`src/rtl/mem_port_arbiter_if.sv`:
```
// Bus bundle between the fetch/data requesters, the memory port and mem_port_arbiter.
// Handshake: req is a level held (with its address/data stable) until the one-cycle ack;
// mem_req/mem_* are held stable until mem_ready, which completes the access in that cycle.
interface mem_port_arbiter_if;
  logic        if_req;
  logic [31:0] if_addr;
  logic        if_ack;
  logic        d_req;
  logic        d_we;
  logic [31:0] d_addr;
  logic [31:0] d_wdata;
  logic        d_ack;
  logic [31:0] rdata;
  logic        mem_sel;
  logic        mem_req;
  logic [31:0] mem_addr;
  logic        mem_we;
  logic [31:0] mem_wdata;
  logic        mem_ready;
  logic [31:0] mem_rdata;
  logic        err;

  modport slave (
    input  if_req, if_addr, d_req, d_we, d_addr, d_wdata, mem_ready, mem_rdata,
    output if_ack, d_ack, rdata, mem_sel, mem_req, mem_addr, mem_we, mem_wdata, err
  );

  modport master (
    output if_req, if_addr, d_req, d_we, d_addr, d_wdata, mem_ready, mem_rdata,
    input  if_ack, d_ack, rdata, mem_sel, mem_req, mem_addr, mem_we, mem_wdata, err
  );
endinterface

```
`src/rtl/mem_port_arbiter.sv`:
```
// Shares one memory port between instruction fetch (port 0) and load/store data (port 1).
// Define ARB_TIMEOUT_EN to abort accesses that see no mem_ready within TIMEOUT cycles.
module mem_port_arbiter #(
  parameter int MAX_STREAK = 4,
  parameter int STREAK_W   = 3,
  parameter int TIMEOUT    = 255,
  parameter int TO_W       = 8
) (
  input  logic              clk,
  input  logic              rst_n,
  mem_port_arbiter_if.slave bus,
  output logic [1:0]        dbg_state
);

  typedef enum logic [1:0] {IDLE = 2'd0, BUSY = 2'd1, DONE = 2'd2} state_t;

  state_t              state;
  state_t              state_nxt;
  logic [STREAK_W-1:0] streak;
  logic                sel_q;
  logic                we_q;
  logic [31:0]         addr_q;
  logic [31:0]         wdata_q;
  logic [31:0]         rdata_q;
  logic                streak_full;
  logic                grant_d;
  logic                grant_f;
  logic                timeout_hit;

  // Data wins unless a waiting fetch has already been passed over MAX_STREAK times.
  assign streak_full = (streak == STREAK_W'(MAX_STREAK));
  assign grant_d     = (state == IDLE) && bus.d_req && !(bus.if_req && streak_full);
  assign grant_f     = (state == IDLE) && !grant_d && bus.if_req;

  always_ff @(posedge clk or negedge rst_n) begin
    if (!rst_n) state <= IDLE;
    else        state <= state_nxt;
  end

  always_comb begin
    state_nxt = state;
    case (state)
      IDLE:    if (grant_d || grant_f) state_nxt = BUSY;
      BUSY:    if (bus.mem_ready || timeout_hit) state_nxt = DONE;
      DONE:    state_nxt = IDLE;
      default: state_nxt = IDLE;
    endcase
  end

  // mem_sel still names the granted port while in DONE, so it steers the ack.
  always_comb begin
    bus.mem_req = (state == BUSY);
    bus.if_ack  = (state == DONE) && !sel_q;
    bus.d_ack   = (state == DONE) && sel_q;
  end

  always_ff @(posedge clk or negedge rst_n) begin
    if (!rst_n) begin
      sel_q   <= 1'b0;
      we_q    <= 1'b0;
      addr_q  <= '0;
      wdata_q <= '0;
      rdata_q <= '0;
      streak  <= '0;
    end else begin
      if (grant_d) begin
        sel_q   <= 1'b1;
        we_q    <= bus.d_we;
        addr_q  <= bus.d_addr;
        wdata_q <= bus.d_wdata;
        if (bus.if_req) streak <= streak_full ? streak : streak + STREAK_W'(1);
        else            streak <= '0;
      end else if (grant_f) begin
        sel_q   <= 1'b0;
        we_q    <= 1'b0;
        addr_q  <= bus.if_addr;
        wdata_q <= '0;
        streak  <= '0;
      end
      if (timeout_hit)
        rdata_q <= 32'hDEADBEEF;
      else if (state == BUSY && bus.mem_ready && !we_q)
        rdata_q <= bus.mem_rdata;
    end
  end

`ifdef ARB_TIMEOUT_EN
  logic [TO_W-1:0] to_cnt;
  logic            err_q;

  // Counter sits at zero outside BUSY, so every access starts a fresh count.
  assign timeout_hit = (state == BUSY) && !bus.mem_ready && (to_cnt == TO_W'(TIMEOUT - 1));

  always_ff @(posedge clk or negedge rst_n) begin
    if (!rst_n) begin
      to_cnt <= '0;
      err_q  <= 1'b0;
    end else begin
      if (state == BUSY) to_cnt <= to_cnt + TO_W'(1);
      else               to_cnt <= '0;
      if (timeout_hit) err_q <= 1'b1;
    end
  end

  assign bus.err = err_q;
`else
  logic unused_cfg;

  assign timeout_hit = 1'b0;
  assign bus.err     = 1'b0;
  assign unused_cfg  = (TIMEOUT > 0) ^ (TO_W > 0);
`endif

  assign bus.mem_sel   = sel_q;
  assign bus.mem_we    = we_q;
  assign bus.mem_addr  = addr_q;
  assign bus.mem_wdata = wdata_q;
  assign bus.rdata     = rdata_q;
  assign dbg_state     = state;

endmodule

```
`src/flat_wrapper.sv`:
```
// flat-port wrapper written by rule: the top's interface ports become plain ports
module mem_port_arbiter_flat 
#(
  parameter int MAX_STREAK = 4,
  parameter int STREAK_W   = 3,
  parameter int TIMEOUT    = 255,
  parameter int TO_W       = 8
)
  (clk, rst_n, dbg_state, bus_if_req, bus_if_addr, bus_d_req, bus_d_we, bus_d_addr, bus_d_wdata, bus_mem_ready, bus_mem_rdata, bus_if_ack, bus_d_ack, bus_rdata, bus_mem_sel, bus_mem_req, bus_mem_addr, bus_mem_we, bus_mem_wdata, bus_err);
  mem_port_arbiter_if bus_i ();
  input  logic clk;
  input  logic rst_n;
  output logic [1:0] dbg_state;
  input wire logic [$bits(bus_i.if_req)-1:0] bus_if_req;
  input wire logic [$bits(bus_i.if_addr)-1:0] bus_if_addr;
  input wire logic [$bits(bus_i.d_req)-1:0] bus_d_req;
  input wire logic [$bits(bus_i.d_we)-1:0] bus_d_we;
  input wire logic [$bits(bus_i.d_addr)-1:0] bus_d_addr;
  input wire logic [$bits(bus_i.d_wdata)-1:0] bus_d_wdata;
  input wire logic [$bits(bus_i.mem_ready)-1:0] bus_mem_ready;
  input wire logic [$bits(bus_i.mem_rdata)-1:0] bus_mem_rdata;
  output wire logic [$bits(bus_i.if_ack)-1:0] bus_if_ack;
  output wire logic [$bits(bus_i.d_ack)-1:0] bus_d_ack;
  output wire logic [$bits(bus_i.rdata)-1:0] bus_rdata;
  output wire logic [$bits(bus_i.mem_sel)-1:0] bus_mem_sel;
  output wire logic [$bits(bus_i.mem_req)-1:0] bus_mem_req;
  output wire logic [$bits(bus_i.mem_addr)-1:0] bus_mem_addr;
  output wire logic [$bits(bus_i.mem_we)-1:0] bus_mem_we;
  output wire logic [$bits(bus_i.mem_wdata)-1:0] bus_mem_wdata;
  output wire logic [$bits(bus_i.err)-1:0] bus_err;
  assign bus_i.if_req = bus_if_req;
  assign bus_i.if_addr = bus_if_addr;
  assign bus_i.d_req = bus_d_req;
  assign bus_i.d_we = bus_d_we;
  assign bus_i.d_addr = bus_d_addr;
  assign bus_i.d_wdata = bus_d_wdata;
  assign bus_i.mem_ready = bus_mem_ready;
  assign bus_i.mem_rdata = bus_mem_rdata;
  assign bus_if_ack = bus_i.if_ack;
  assign bus_d_ack = bus_i.d_ack;
  assign bus_rdata = bus_i.rdata;
  assign bus_mem_sel = bus_i.mem_sel;
  assign bus_mem_req = bus_i.mem_req;
  assign bus_mem_addr = bus_i.mem_addr;
  assign bus_mem_we = bus_i.mem_we;
  assign bus_mem_wdata = bus_i.mem_wdata;
  assign bus_err = bus_i.err;
  mem_port_arbiter #(.MAX_STREAK(MAX_STREAK), .STREAK_W(STREAK_W), .TIMEOUT(TIMEOUT), .TO_W(TO_W)) u_core (.clk(clk), .rst_n(rst_n), .bus(bus_i), .dbg_state(dbg_state));
endmodule
```
`config.mk`:
```
export PLATFORM = sky130hd
export DESIGN_NAME = mem_port_arbiter_flat
export DESIGN_NICKNAME = d
export VERILOG_FILES = /design/src/rtl/mem_port_arbiter_if.sv /design/src/rtl/mem_port_arbiter.sv /design/src/flat_wrapper.sv
export SDC_FILE = /design/constraint.sdc
export NUM_CORES = 1
export LEC_CHECK = 0
export CAP_MARGIN = 25
export CORE_MARGIN = 3
export CORE_UTILIZATION = 43
export CTS_CLUSTER_SIZE = 16
export DETAILED_ROUTE_END_ITERATION = 16
export PLACE_DENSITY = 0.95
export SLEW_MARGIN = 10
export SYNTH_ARGS = -nofsm -noshare
export SYNTH_HDL_FRONTEND = slang
export SYNTH_SLANG_ARGS = --single-unit
```
`constraint.sdc`:
```
create_clock -name clk -period 2.7 [get_ports clk]
set_clock_uncertainty 0.15 [all_clocks]
set_input_delay 0.27 -clock clk [delete_from_list [all_inputs] [get_ports clk]]
set_output_delay 0.27 -clock clk [all_outputs]
set_load 0.03 [all_outputs]
```
======== Word level (Yosys, flattened, before mapping) ========
Cells that the tools add are included.
cells by class
  reductions and logical operators ........ 18
  equality and inequality tests ........... 6
  add/sub/neg operators ................... 1
  mux-type cells .......................... 14
operators with widths
  kind                                                             count
  32-bit two-way mux                                               4
  3-bit two-way mux                                                4
  1-bit logical AND                                                9
  1-bit zero test                                                  4
  2-bit two-way mux                                                2
  2-bit inequality test, second input constant                     2
  2-bit case mux with 2 select lines                               1
  2-bit AND reduction                                              2
  3-bit by 1-bit adder with 3-bit output, second input constant    1
  3-bit == test, second input constant                             1
  1-bit two-way mux                                                3
  3-bit inequality test, second input constant                     1
  2-bit by 1-bit == test with 1-bit output, second input constant  1
  2-bit == test, second input constant                             1
  2-bit zero test                                                  1
  2-bit nonzero test                                               1
  1-bit logical OR                                                 1
word-level totals
  flip-flop bits (word level) ............. 103

======== Depth between registers and ports, before layout ========
Gate-level depths: netlist of run 1.
  depth in word-level cells ............... 10
  depth in mapped cells ................... 7
  gate-level depth less buffers ........... 5

======== Worst setup path before layout of run 1 ========
OpenSTA, ideal clock, no wires.
  path type ............................... register to output
  start point ............................. reg u_core.state[1] (netlist: u_core.dbg_state[1])
  end point ............................... out bus_if_ack
  path buffers ............................ 0
  cell stages (with the launch flop) ...... 2
  slack ................................... 0.907 ns
  arrival time ............................ 1.373 ns
  data required time ...................... 2.280 ns
  path through ............................ dfrtp_1 -> nor3b_1
on the way
  word-level cells in the longest chain between the ends .. 2
RTL lines
  element                 RTL line                RTL
  from (decl)             mem_port_arbiter.sv:17  state_t state;
  from (signal assigned)  mem_port_arbiter.sv:37  else state <= state_nxt;
  2-bit == test           mem_port_arbiter.sv:53  bus.if_ack = (state == DONE) && !sel_q;
  1-bit logical AND       mem_port_arbiter.sv:53
  to (decl)               flat_wrapper.sv:22      output wire logic [$bits(bus_i.if_ack)-1:0] bus_if_ack;
Every way passes these cells.

======== Final worst setup path of run 1 ========
Ends and elaborated chain as after synthesis.

==> results of run 1 <==
-- logic make-up (layout without fill, tap and decap cells) --
logic type      Yosys count  after routing  share of synthesized area
buf+inv                  40            269                     0.0558
mux                      32             32                      0.102
fa+ha+maj                 2              2                    0.00539
flops                   103            103                      0.556
compound gates          105            105                      0.196
other cells               1              1                   0.000809
simple gates             46             46                     0.0839
-- state kept, by name, indices dropped and copies added (netlist names) --
register and cells:
u_core.bus.mem_addr 32, u_core.bus.mem_sel 1, u_core.bus.mem_wdata 32, u_core.bus.mem_we 1, u_core.bus.rdata 32, u_core.dbg_state 2, u_core.streak 3
-- through the flow --
step	hold WS [ps]	cells	utilization
after floorplan	-176	329	-
after global placement	202	676	0.675
after detailed placement	218	677	0.677
after CTS	325	694	0.698
after global routing	335	694	0.698
final	343	694	0.698
-- power by group through the flow --
stage	clock [mW]	sequential (mW)	combinational (mW)
after floorplan	0	4.27	1.88
after global placement	0	2.79	5.31
after detailed placement	0	2.82	5.50
after CTS	1.04	2.82	5.50
after global routing	1.11	2.90	5.74
final	1.01	2.82	5.46
-- area by class of cell --
| type | instances | area, µm² |
|---|---|---|
| clock inverter | 7 | 88.8 |
| clock buffer | 9 | 124 |
| tap | 136 | 170 |
| sequential | 103 | 2580 |
| inverter | 4 | 15.0 |
| multi-input combinational | 186 | 1800 |
| fill | 751 | 3150 |
| timing repair buffer | 249 | 2490 |
-- worst max-delay path, delay by kind of cell (launching register included) --
| family | cells | cell delay [ps] |
|---|---|---|
| AND/OR/NAND/NOR | 1 | 260 |
| buffers and inverters | 1 | 730 |
| flip-flops | 1 | 500 |
-- path summary, 6_finish.rpt --
check | endpoint | slack, ps | depth (start not counted)
hold reg to reg | u_core.bus.mem_wdata[3]$_DFFE_PN0P_ | 370 | 1
setup reg to reg | u_core.bus.mem_addr[23]$_DFFE_PN0P_ | 610 | 6
min in group clk | u_core.dbg_state[0]$_DFFE_PN0P_ | 340 | 2
hold / removal | u_core.bus.mem_addr[31]$_DFFE_PN0P_ | 340 | 2
max in group asynchronous | u_core.bus.mem_we$_DFFE_PN0P_ | 1330 | 3
setup / recovery | bus_if_ack | 430 | 2
-- per-layer routing --
layer,wire length [µm],up-vias,global-route usage
li1,-,1719,-
met1,5270,1894,0.269
met2,7200,179,0.397
met3,1030,32,0.0622
met4,360,0,0.0917
met5,0,-,0
-- placed cells by master (no fill, tap or decap), drive strengths merged --
cell type	instances
a21o	1
a22o	33
a311o	32
a32o	2
and3	1
and3b	2
and4	32
buf	13
bufinv	1
clkbuf	9
clkdlybuf4s50	235
clkinv	2
conb	1
dfrtp	103
dlygate4sd3	1
ha	2
inv	8
mux2	32
nand2b	3
nand3	2
nor2	3
nor2b	1
nor3b	1
o21a	32
o21ai	3
o31ai	2
or2	1
==> results.py, run 1 <==
metrics = {
    "logic_synthesis": {
        "synth_edf_count": 0,
        "ys_ff_latch": 103,
        "postSynth.asyncResetShare": 1.00,
        "ys.flop_type": "dfrtp_1",
        "ys_top_cells_by_count": "103 x dfrtp_1, 33 x a22o_1, 32 x a311o_1, 32 x and4_1, 32 x o21a_1",
        "synth.most_common_cell": "dfrtp_1",
        "synth.top_cells.by_area": "dfrtp_1 56%, mux2_4 9.7%, a311o_1 6.9%",
        "syn_nets": 465,
        "synth.distinct_cells": 30,
        "yosysTopAreaCellShare": 0.556,
        "ys_warn_count": 0,
        "synth_cells": 329,
        "ys_seq_area_frac": 0.556,
        "yosysTopAreaCell": "dfrtp_1",
        "postSynthAreaPerCell_um2": 14.1,
        "netlist_area_um2": 4640,
    },
    "min_path": {
        "hold_class": "primary input to asynchronous set/reset pin",
    },
    "clock_network": {
        "cts_resized": 0,
        "clock_path_buffers": 2,
        "root_buffer": "clkbuf_8",
        "cts.reportedPaths.clkPinSlew_ps": 110,
        "post_cts_buffers": 0,
        "numCtsBuffers": 9,
        "cts_tree": "built",
        "clock_latency_ps": 360,
        "hold_buffers": 1,
        "clkSinkCount": 103,
        "ctsHtreeMaxLevel": 3,
    },
    "critical_path": {
        "required_ps": 2280,
        "critPathMaxFanout": 7,
        "reg2reg_from": "u_core.streak[0]$_DFFE_PN0P_",
        "critPathSlowestCell": "clkdlybuf4s50_1",
        "critical_path_class": "flop to output pin",
        "start_kind": "flop",
        "cp_cell_sequence": "nor3b_1 > clkdlybuf4s50_1",
        "worstPathArrival_ps": 1850,
        "crit_start": "u_core.dbg_state[1]$_DFFE_PN0P_",
        "endpoint_kind": "output pin",
        "critPathMaxStageDelay_ps": 730,
    },
    "floorplanning": {
        "start_util": 0.445,
        "coreArea_um2": 10400,
        "die_h_um": 110,
        "ios": 238,
        "row_count": 37,
        "die_area_um2": 12100,
        "fp.dieW_um": 110,
    },
    "drt": {
        "drt_iter0_markers": 163,
        "wl_um": 13900,
        "drt_first_pass_iters": 4,
        "vias_per_cell": 5.51,
        "vias": 3824,
        "ant_nets": 0,
        "wl_per_cell_um": 20.0,
        "drc_errors": 0,
    },
    "power_and_ir_drop": {
        "p_leak_nw": 3.05,
        "power.total_mw": 9.30,
        "combPwrFrac": 0.588,
        "power.switching_mw": 3.94,
        "swShare": 0.424,
        "ir_drop_uv": 780,
        "p_seq_frac": 0.303,
        "intPower_mw": 5.36,
        "p_clk_frac": 0.109,
        "powerDensity_nw_per_um2": 1280,
    },
    "status": {
        "status": "complete, no violations",
    },
    "placement": {
        "dpl_cell_area_um2": 7050,
        "gp_congestion": 0.750,
        "port_buffers": 236,
        "place_ws_ps": 326,
        "dp_hpwl_um": 10300,
    },
    "grt": {
        "grt_max_degree": 56,
        "antenna_found_initial": 0,
        "grt_use_total": 0.230,
        "gr-total-overflow": 0,
        "grt_pass1_wl_um": 21300,
        "grt_pass1_vias": 4108,
    },
    "timing": {
        "slew_violations": 0,
        "fmax_ghz": 0.441,
        "final.period_utilization": 0.839,
        "setup_viol": 0,
        "rsz0062_at_grt": "false",
        "min_period_ps": 2270,
        "finalHoldViolCount": 0,
        "tightest_slew_ps": 746,
        "finalSetupTns_ps": 0,
        "relSlewSlack": 0.502,
        "fin_ws_ps": 435,
    },
    "layout": {
        "nets": 689,
        "drive_above_1_share": 0.116,
        "fin_area_um2": 7270,
        "antenna_cells": 0,
        "syn_to_final_growth_pct": 56.7,
    },
    "job": {
        "cap_violations": 0,
    },
}
Power figures use the tool's default switching activity.
==> run 2: changes to the inputs <==
--- a/config.mk
+++ b/config.mk
@@ -7,10 +7,10 @@
 export LEC_CHECK = 0
 export CAP_MARGIN = 25
 export CORE_MARGIN = 3
-export CORE_UTILIZATION = 43
+export CORE_UTILIZATION = 40
 export CTS_CLUSTER_SIZE = 16
 export DETAILED_ROUTE_END_ITERATION = 16
-export PLACE_DENSITY = 0.95
+export PLACE_DENSITY = 0.91
 export SLEW_MARGIN = 10
 export SYNTH_ARGS = -nofsm -noshare
 export SYNTH_HDL_FRONTEND = slang
==> constraint.sdc (replaced) <==
create_clock -name clk -period 2.35 [get_ports clk]
set_clock_uncertainty 0.15 [all_clocks]
set_input_delay 0.235 -clock clk [delete_from_list [all_inputs] [get_ports clk]]
set_output_delay 0.235 -clock clk [all_outputs]
set_load 0.03 [all_outputs]
==> run 2 against run 1 <==
Clock-buffer cell count increased by 2. Critical path depth increased by 1. Worst hold slack got worse by 81 ps. Wire length increased by 0.94%. First-iteration DRC count increased by 100%. Highest routed layer unchanged. Total power increased by 19%. Sequential cell count unchanged.
==> results.py, run 2 (same netlist as run 1, synthesis figures left out) <==
metrics = {
    "status": {
        "status": "complete, no violations",
    },
    "floorplanning": {
        "die_h_um": 114,
        "coreArea_um2": 11100,
        "fp.dieW_um": 114,
        "die_area_um2": 12900,
        "ios": 238,
        "row_count": 38,
        "start_util": 0.419,
    },
    "layout": {
        "layout_commonest_cell": "clkdlybuf4s50_1",
        "fin_area_um2": 7410,
        "instances_no_fill": 701,
        "multi_input_area_um2": 1800,
        "fillCellCount": 811,
        "fin_util": 0.669,
        "final_cell_mix": "235 x clkdlybuf4s50_1, 103 x dfrtp_1, 33 x a22o_1",
        "syn_to_final_growth_pct": 59.7,
        "antenna_cells": 0,
        "nets": 693,
        "drive_above_1_share": 0.118,
        "regArea_um2": 2580,
    },
    "clock_network": {
        "clkSinkCount": 103,
        "numCtsBuffers": 9,
        "cts_resized": 0,
        "ctsHtreeMaxLevel": 3,
        "root_buffer": "clkbuf_16",
        "post_cts_buffers": 0,
        "clock_latency_ps": 340,
        "cts_tree": "built",
        "clock_path_buffers": 2,
        "cts.reportedPaths.clkPinSlew_ps": 70,
    },
    "timing": {
        "tightest_slew_ps": 790,
        "relSlewSlack": 0.473,
        "fmax_ghz": 0.463,
        "rsz0062_at_grt": "false",
        "setup_viol": 0,
        "hold_ws_ps": 262,
        "finalHoldViolCount": 0,
        "fin_ws_ps": 188,
        "slew_violations": 0,
        "final.period_utilization": 0.920,
        "min_period_ps": 2160,
        "finalSetupTns_ps": 0,
    },
    "drt": {
        "vias": 3825,
        "ant_nets": 0,
        "wl_um": 14000,
        "drc_errors": 0,
        "vias_per_cell": 5.46,
        "drt_iter0_markers": 331,
        "wl_per_cell_um": 20.0,
        "drt_first_pass_iters": 4,
    },
    "grt": {
        "gr-total-overflow": 0,
        "grt_use_total": 0.217,
        "antenna_found_initial": 0,
        "grt_pass1_vias": 4154,
        "grt_pass1_wl_um": 22200,
        "grt_max_degree": 43,
    },
    "critical_path": {
        "path_buf_inv": 2,
        "required_ps": 1970,
        "worstPathArrival_ps": 1780,
        "critPathMaxFanout": 6,
        "rr_worst_depth": 6,
        "endpoint_kind": "output pin",
        "critPathSlowestCell": "clkdlybuf4s50_1",
        "cp_top_family": "buffers and inverters",
        "reg2reg_from": "u_core.streak[0]$_DFFE_PN0P_",
        "critPathMaxStageDelay_ps": 720,
        "critical_path_class": "flop to output pin",
        "r2r-end": "u_core.bus.mem_wdata[26]$_DFFE_PN0P_",
        "start_kind": "flop",
        "r2r_setup_slack_ps": 390,
        "cp_cell_sequence": "buf_4 > nor3b_1 > clkdlybuf4s50_1",
    },
    "min_path": {
        "hold_class": "primary input to asynchronous set/reset pin",
    },
    "power_and_ir_drop": {
        "p_leak_nw": 3.11,
        "ir_drop_uv": 895,
        "powerDensity_nw_per_um2": 1490,
        "power.total_mw": 11.1,
    },
    "placement": {
        "gp_congestion": 0.765,
        "dpl_cell_area_um2": 7110,
        "dp_hpwl_um": 10200,
        "port_buffers": 236,
        "place_inst": 685,
        "place_ws_ps": 147,
    },
    "job": {
        "cap_violations": 0,
    },
}
-- run 2: changes by cell type in the layout (fill, tap and decap cells not counted), sizes merged --
cell	change
buf	+4
clkbuf	+2
inv	-3
-- run 2: how the worst max path moves through the flow --
stage                                          startpoint                            endpoint  slack, ps  cells past startpoint
after floorplan           u_core.dbg_state[0]$_DFFE_PN0P_    u_core.bus.rdata[10]$_DFFE_PN0P_        560                      5
after global placement                         bus_if_req  u_core.bus.mem_addr[1]$_DFFE_PN0P_        -30                      4
after detailed placement                       bus_if_req  u_core.bus.mem_addr[1]$_DFFE_PN0P_        150                      5
after CTS                 u_core.dbg_state[0]$_DFFE_PN0P_                          bus_if_ack        160                      3
after global routing      u_core.dbg_state[0]$_DFFE_PN0P_                          bus_if_ack         80                      3
final                     u_core.dbg_state[0]$_DFFE_PN0P_                          bus_if_ack        190                      3
-- run 2: metal layers --
layer	GRT usage	vias to the layer above	routed length, µm
met5	0	-	0
met4	0.0681	0	257
li1	-	1734	-
met2	0.387	164	7410
met1	0.257	1903	5340
met3	0.0536	24	984
-- run 2: final cells by class --
class	count	area share
inverters	4	0.00203
clock buffers	11	0.0314
multi-input cells	186	0.243
repair buffers	253	0.344
well taps	140	0.0237
clock inverters	4	0.00760
flip-flops and latches	103	0.348
-- run 2: worst reg2reg max path: stages, from the launching register on --
cell and delay [ps]:
dfrtp_1 390, inv_1 60, ha_1 200, nand3_2 90, and3_1 610, buf_12 240
a22o_1 150
-- run 2: repair_timing --
| item | 4_1_cts | 5_1_grt |
|---|---|---|
| hold endpoints to repair | 39 | 0 |
| setup endpoints to repair | 0 | 0 |
| hold buffers | 1 | 0 |
-- run 2: power by group --
group	leakage (nW)	internal, mW	switching, mW
combinational	1.71	3.02	3.34
clock	0.140	0.829	0.652
sequential	1.26	2.67	0.539
total	3.11	6.52	4.53
